===== src/rtl/bus_arbiter_8.sv =====
// rtl/bus_arbiter_8.sv - round-robin arbiter for 8 requesters sharing one registered bus
module bus_arbiter_8 #(
  parameter int WIDTH     = 16,
  parameter int MAX_BURST = 4
) (
  input  logic               clk,
  input  logic               rst,
  input  logic [7:0]         req,
  input  logic [8*WIDTH-1:0] data_in,
  output logic [7:0]         gnt,
  output logic [2:0]         sel,
  output logic               busy,
  output logic               bus_valid,
  output logic [WIDTH-1:0]   bus_data,
  output logic [2:0]         bus_src
);

  localparam logic [0:0] ST_IDLE  = 1'b0;
  localparam logic [0:0] ST_GRANT = 1'b1;
  localparam logic [3:0] CNT_LAST = 4'(MAX_BURST - 1);

  logic [0:0]       state_q, state_d;
  logic [7:0]       gnt_q, gnt_d;
  logic [2:0]       sel_q, sel_d;
  logic             busy_q, busy_d;
  logic [2:0]       ptr_q, ptr_d;
  logic [3:0]       cnt_q, cnt_d;
  logic             valid_q, valid_d;
  logic [WIDTH-1:0] data_q, data_d;
  logic [2:0]       src_q, src_d;

  logic       xfer;
  logic       rel;
  logic [2:0] arb_ptr;
  logic [2:0] winner;
  logic       win_found;

  always_comb begin
    xfer    = (state_q == ST_GRANT) && req[sel_q];
    rel     = (state_q == ST_GRANT) && (!req[sel_q] || (cnt_q == CNT_LAST));
    // A releasing owner drops to lowest priority in the same cycle's arbitration.
    arb_ptr = rel ? (sel_q + 3'd1) : ptr_q;
  end

  always_comb begin : arb
    logic [2:0] idx;
    winner    = '0;
    win_found = 1'b0;
    idx       = '0;
    for (int k = 0; k < 8; k++) begin
      idx = arb_ptr + 3'(k);
      if (!win_found && req[idx]) begin
        winner    = idx;
        win_found = 1'b1;
      end
    end
  end

  always_comb begin
    state_d = state_q;
    gnt_d   = gnt_q;
    sel_d   = sel_q;
    busy_d  = busy_q;
    ptr_d   = ptr_q;
    cnt_d   = cnt_q;
    valid_d = 1'b0;
    data_d  = data_q;
    src_d   = src_q;

    if (xfer) begin
      valid_d = 1'b1;
      data_d  = data_in[sel_q*WIDTH +: WIDTH];
      src_d   = sel_q;
    end

    if ((state_q == ST_IDLE) || rel) begin
      if (rel) begin
        ptr_d = arb_ptr;
      end
      if (win_found) begin
        state_d = ST_GRANT;
        gnt_d   = 8'b1 << winner;
        sel_d   = winner;
        busy_d  = 1'b1;
        cnt_d   = '0;
      end else begin
        state_d = ST_IDLE;
        gnt_d   = '0;
        busy_d  = 1'b0;
      end
    end else begin
      cnt_d = cnt_q + 4'd1;
    end
  end

  always_ff @(posedge clk) begin
    if (rst) begin
      state_q <= ST_IDLE;
      gnt_q   <= '0;
      sel_q   <= '0;
      busy_q  <= 1'b0;
      ptr_q   <= '0;
      cnt_q   <= '0;
      valid_q <= 1'b0;
      data_q  <= '0;
      src_q   <= '0;
    end else begin
      state_q <= state_d;
      gnt_q   <= gnt_d;
      sel_q   <= sel_d;
      busy_q  <= busy_d;
      ptr_q   <= ptr_d;
      cnt_q   <= cnt_d;
      valid_q <= valid_d;
      data_q  <= data_d;
      src_q   <= src_d;
    end
  end

  assign gnt       = gnt_q;
  assign sel       = sel_q;
  assign busy      = busy_q;
  assign bus_valid = valid_q;
  assign bus_data  = data_q;
  assign bus_src   = src_q;

  a_gnt_onehot: assert property (@(posedge clk) disable iff (rst) $onehot0(gnt_q));
  a_sel_match:  assert property (@(posedge clk) disable iff (rst) busy_q |-> gnt_q[sel_q]);
  a_cnt_range:  assert property (@(posedge clk) disable iff (rst) cnt_q <= CNT_LAST);

endmodule

===== config.mk =====
export PLATFORM = sky130hd
export DESIGN_NAME = bus_arbiter_8
export DESIGN_NICKNAME = d
export VERILOG_FILES = /design/src/rtl/bus_arbiter_8.sv
export SDC_FILE = /design/constraint.sdc
export NUM_CORES = 1
export LEC_CHECK = 0
export CAP_MARGIN = 20
export CORE_ASPECT_RATIO = 0.5
export CORE_MARGIN = 2
export CORE_UTILIZATION = 43
export CTS_CLUSTER_DIAMETER = 80
export CTS_CLUSTER_SIZE = 16
export DETAILED_ROUTE_END_ITERATION = 12
export HOLD_SLACK_MARGIN = 0.08
export PLACE_DENSITY = 0.82
export SYNTH_ARGS = -nofsm -noshare
export SYNTH_HDL_FRONTEND = slang
export SYNTH_SLANG_ARGS = --single-unit

===== constraint.sdc =====
create_clock -name clk -period 7.7 [get_ports clk]
set_clock_uncertainty 0.2 [all_clocks]
set_input_delay 1.925 -clock clk [delete_from_list [all_inputs] [get_ports clk]]
set_output_delay 1.925 -clock clk [all_outputs]
set_load 0.005 [all_outputs]

==> run metrics <==
Max Fclk=0.1485 GHz; gpl congestion=0.9098; final WL=12.63 mm; clk_lat worst skew=270 ps; IO Port Bufs=169; overall fraction of global-route tracks in use=0.2541; Post-CTS Setup Inserts=0; share of post-route cells with drive strength above 1=0.1734; reported max-cap violation count=0; Post-synth EDFFs=0; Worst R2R Path Depth=14; wire length of the first global-routing pass=20.23 mm; synth unique cells=78; Root Buffer=sky130_fd_sc_hd__clkbuf_16; top-level I/O count=170; number of buffers inserted by hold repair at cts=0; critical register-to-register path startpoint=busy; endpoint arrival time on the critical path=6700 ps; slowest stage delay, CP=600 ps; GRT overflow=0; worst r2r dst=gnt[4]; pwr dens=339.7 nW/µm²; leak pwr=2.155 nW; Final #Nets=683; Critical Path Start=req[7]; clock input transition at the sequential cells of the worst setup and hold paths=60 ps; sequential fraction of the synthesis area=0.2008; final setup fails=0; class of the most critical hold timing path=flip-flop to flip-flop; wire length per cell after detailed routing=19.16 µm; die extent in y=71.25 µm; library cell with the largest summed area after synthesis=sky130_fd_sc_hd__dfxtp_1; synthesized area divided by synthesized cell count=10.07 µm²; total number of clock tree sinks=39; Setup crit end=gnt[4]; yosys synthesis warning count=0; area growth from synthesis to layout=48.33%; final-report hold violation count=0; Final Max Slew Viols=0; largest fanout of any net on the critical path=12; number of nets produced by synthesis=528; Residual DRC=0; post-DP HPWL=9.918 mm; buffer depth of the longest clock path=2; Period Utilization, post-route=0.8743; number of synthesized register bits=39; slew margin rel.=0.2937; Critical-path top delay cell=sky130_fd_sc_hd__ha_1; transition time of the tightest slew-check pin=1057 ps; Max VDD drop=0.1841 mV; pre-CTS setup slack=717.9 ps; Hold Slack=254.7 ps; outcome=finished clean; Horiz. Die Dim=138.5 µm; CTS H-Tree Depth=2; Critical Path End Type=flip-flop; fraction of registers with async set/reset=0; largest net degree at the start of global routing=40; starting density of the core=0.4450; data required time at the worst endpoint=7670 ps; largest cells by area after synthesis=sky130_fd_sc_hd__dfxtp_1 (20%), sky130_fd_sc_hd__mux4_2 (19%), sky130_fd_sc_hd__mux2i_1 (8.2%); TritonCTS clock tree=yes; via count of the first global-routing pass=3840; DRT iter0 DRCs=281; top cells by count, synth=sky130_fd_sc_hd__dfxtp_1 (39), sky130_fd_sc_hd__nor2_1 (38), sky130_fd_sc_hd__mux4_2 (33); register area=782.0 µm²; synthesized instance count=386; instance count after placement with tap cells included=651; Initial DRT Pass Iterations=4; number of rows created at floorplan=24; Die ar.=9867 µm²; Syn Std Cell Area=3889 µm²; final setup TNS=0 ps; Layout fillers=681; Ant. Diodes=0; nature of the critical path startpoint=input port; dominant synthesized flop cell=sky130_fd_sc_hd__dfxtp_1; CTS buffer count=5; number of nets still failing antenna checks after routing=0; min cycle time layout=6732 ps; list of cells traversed by the critical path=clkdlybuf4s50_1, mux2i_1, a22oi_4, a221oi_2, nor2_1, ha_1, inv_1, or4_1, o221a_2, mux2_4, nor4_4, and3_1, a21oi_2, and2_1, a41o_1; Non-Filler Instances=659; minimum setup slack among reg-to-reg paths=2240 ps; per-cell via count in the routed design=5.877; most repeated cell in the gate-level netlist after synthesis=sky130_fd_sc_hd__dfxtp_1; multi-input logic area=2903 µm²; Finished Core Util=0.6601; standard cell core area=8738 µm²; number of antenna violations at the first check in global routing=0; Synth top area share=0.2008; startpoint-to-endpoint class of the critical path=input port to flip-flop; setup repair after global routing missed its margin=false; count of instances resized after the clock tree is built=0; vias=3873; worst setup margin=968.1 ps
-- where the power goes --
group	switching [mW]	leakage [nW]	internal, mW
combinational	0.743	1.75	0.659
clock	0.0779	0.0868	0.161
sequential	0.0639	0.320	0.254
total	0.885	2.16	1.07
-- kinds of logic after synthesis --
kind of cell	share of synthesized area
and+or+nand+nor	0.1644
AOI/OAI and AO/OA	0.2333
muxes	0.3150
DFF	0.2008
buffers and inverters	0.05341
xor gates and xnor gates	0.02027
adders and majority gates	0.01287
-- registers in the layout (all words and copies together), names as in the netlist --
register,flops
bus_data,16
ptr_q,3
sel,3
busy,1
bus_src,3
gnt,8
bus_valid,1
cnt_q,4
-- worst max-delay path: cells and delay by family --
kind	cells	cell delay, ps
muxes	2	710
buffers and inverters	2	700
AOI/OAI and AO/OA	5	1030
and+or+nand+nor	5	1730
adders and majority gates	1	600
-- per-layer routing --
layer | part of all wire | up-vias | global-route usage
met5 | 0 | - | 0
met1 | 0.45 | 1856 | 0.3500
met3 | 0.058 | 16 | 0.03743
li1 | - | 1861 | -
met2 | 0.48 | 140 | 0.4318
met4 | 0.015 | 0 | 0.05896
-- area by class of cell --
type	count	share of cell area
clock inverter	2	0.006074
timing repair buffer	175	0.3011
tap	117	0.02538
sequential	39	0.1356
inverter	7	0.004555
clock buffer	6	0.02408
multi-input combinational	313	0.5033
-- worst min path at each step --
stage                from  cells past startpoint    endpoint  slack [ps]
2_1_floorplan      gnt[2]                      2      gnt[2]         240
3_3_place_gp       gnt[2]                      2      gnt[2]         230
3_5_place_dp       gnt[6]                      2      gnt[6]         250
4_1_cts        bus_src[1]                      2  bus_src[1]         260
5_1_grt        bus_src[0]                      2  bus_src[0]         280
6_report       bus_src[0]                      2  bus_src[0]         250
-- cell usage in the layout (no fill, tap or decap), types with 3 or more instances in the layout --
cell type	count
sky130_fd_sc_hd__nand3_1	5
sky130_fd_sc_hd__and2_1	5
sky130_fd_sc_hd__nor2_1	37
sky130_fd_sc_hd__a221oi_1	7
sky130_fd_sc_hd__o41ai_2	3
sky130_fd_sc_hd__mux2i_1	32
sky130_fd_sc_hd__xor2_1	3
sky130_fd_sc_hd__o211a_1	4
sky130_fd_sc_hd__buf_4	6
sky130_fd_sc_hd__mux2_2	6
sky130_fd_sc_hd__nor3_1	6
sky130_fd_sc_hd__and3_1	7
sky130_fd_sc_hd__inv_1	7
sky130_fd_sc_hd__nand4_1	4
sky130_fd_sc_hd__o21ai_0	10
sky130_fd_sc_hd__nand2_1	28
sky130_fd_sc_hd__o22ai_1	8
sky130_fd_sc_hd__nor4_1	3
sky130_fd_sc_hd__clkbuf_16	5
sky130_fd_sc_hd__a21oi_1	11
sky130_fd_sc_hd__and2b_2	4
sky130_fd_sc_hd__mux4_2	33
sky130_fd_sc_hd__a22oi_1	5
sky130_fd_sc_hd__clkdlybuf4s50_1	169
sky130_fd_sc_hd__a211oi_1	20
sky130_fd_sc_hd__or3_1	3
sky130_fd_sc_hd__mux2i_2	3
sky130_fd_sc_hd__dfxtp_1	38
sky130_fd_sc_hd__a41o_1	4
sky130_fd_sc_hd__ha_1	4
-- stage by stage --
step	cell area, µm²	power, mW
floorplan	3889	1.330
global placement	5594	1.703
detailed placement	5594	1.701
CTS	5768	1.946
global route	5768	2.093
finish	5768	1.960
No activity file was read; power rests on OpenSTA's default activity.
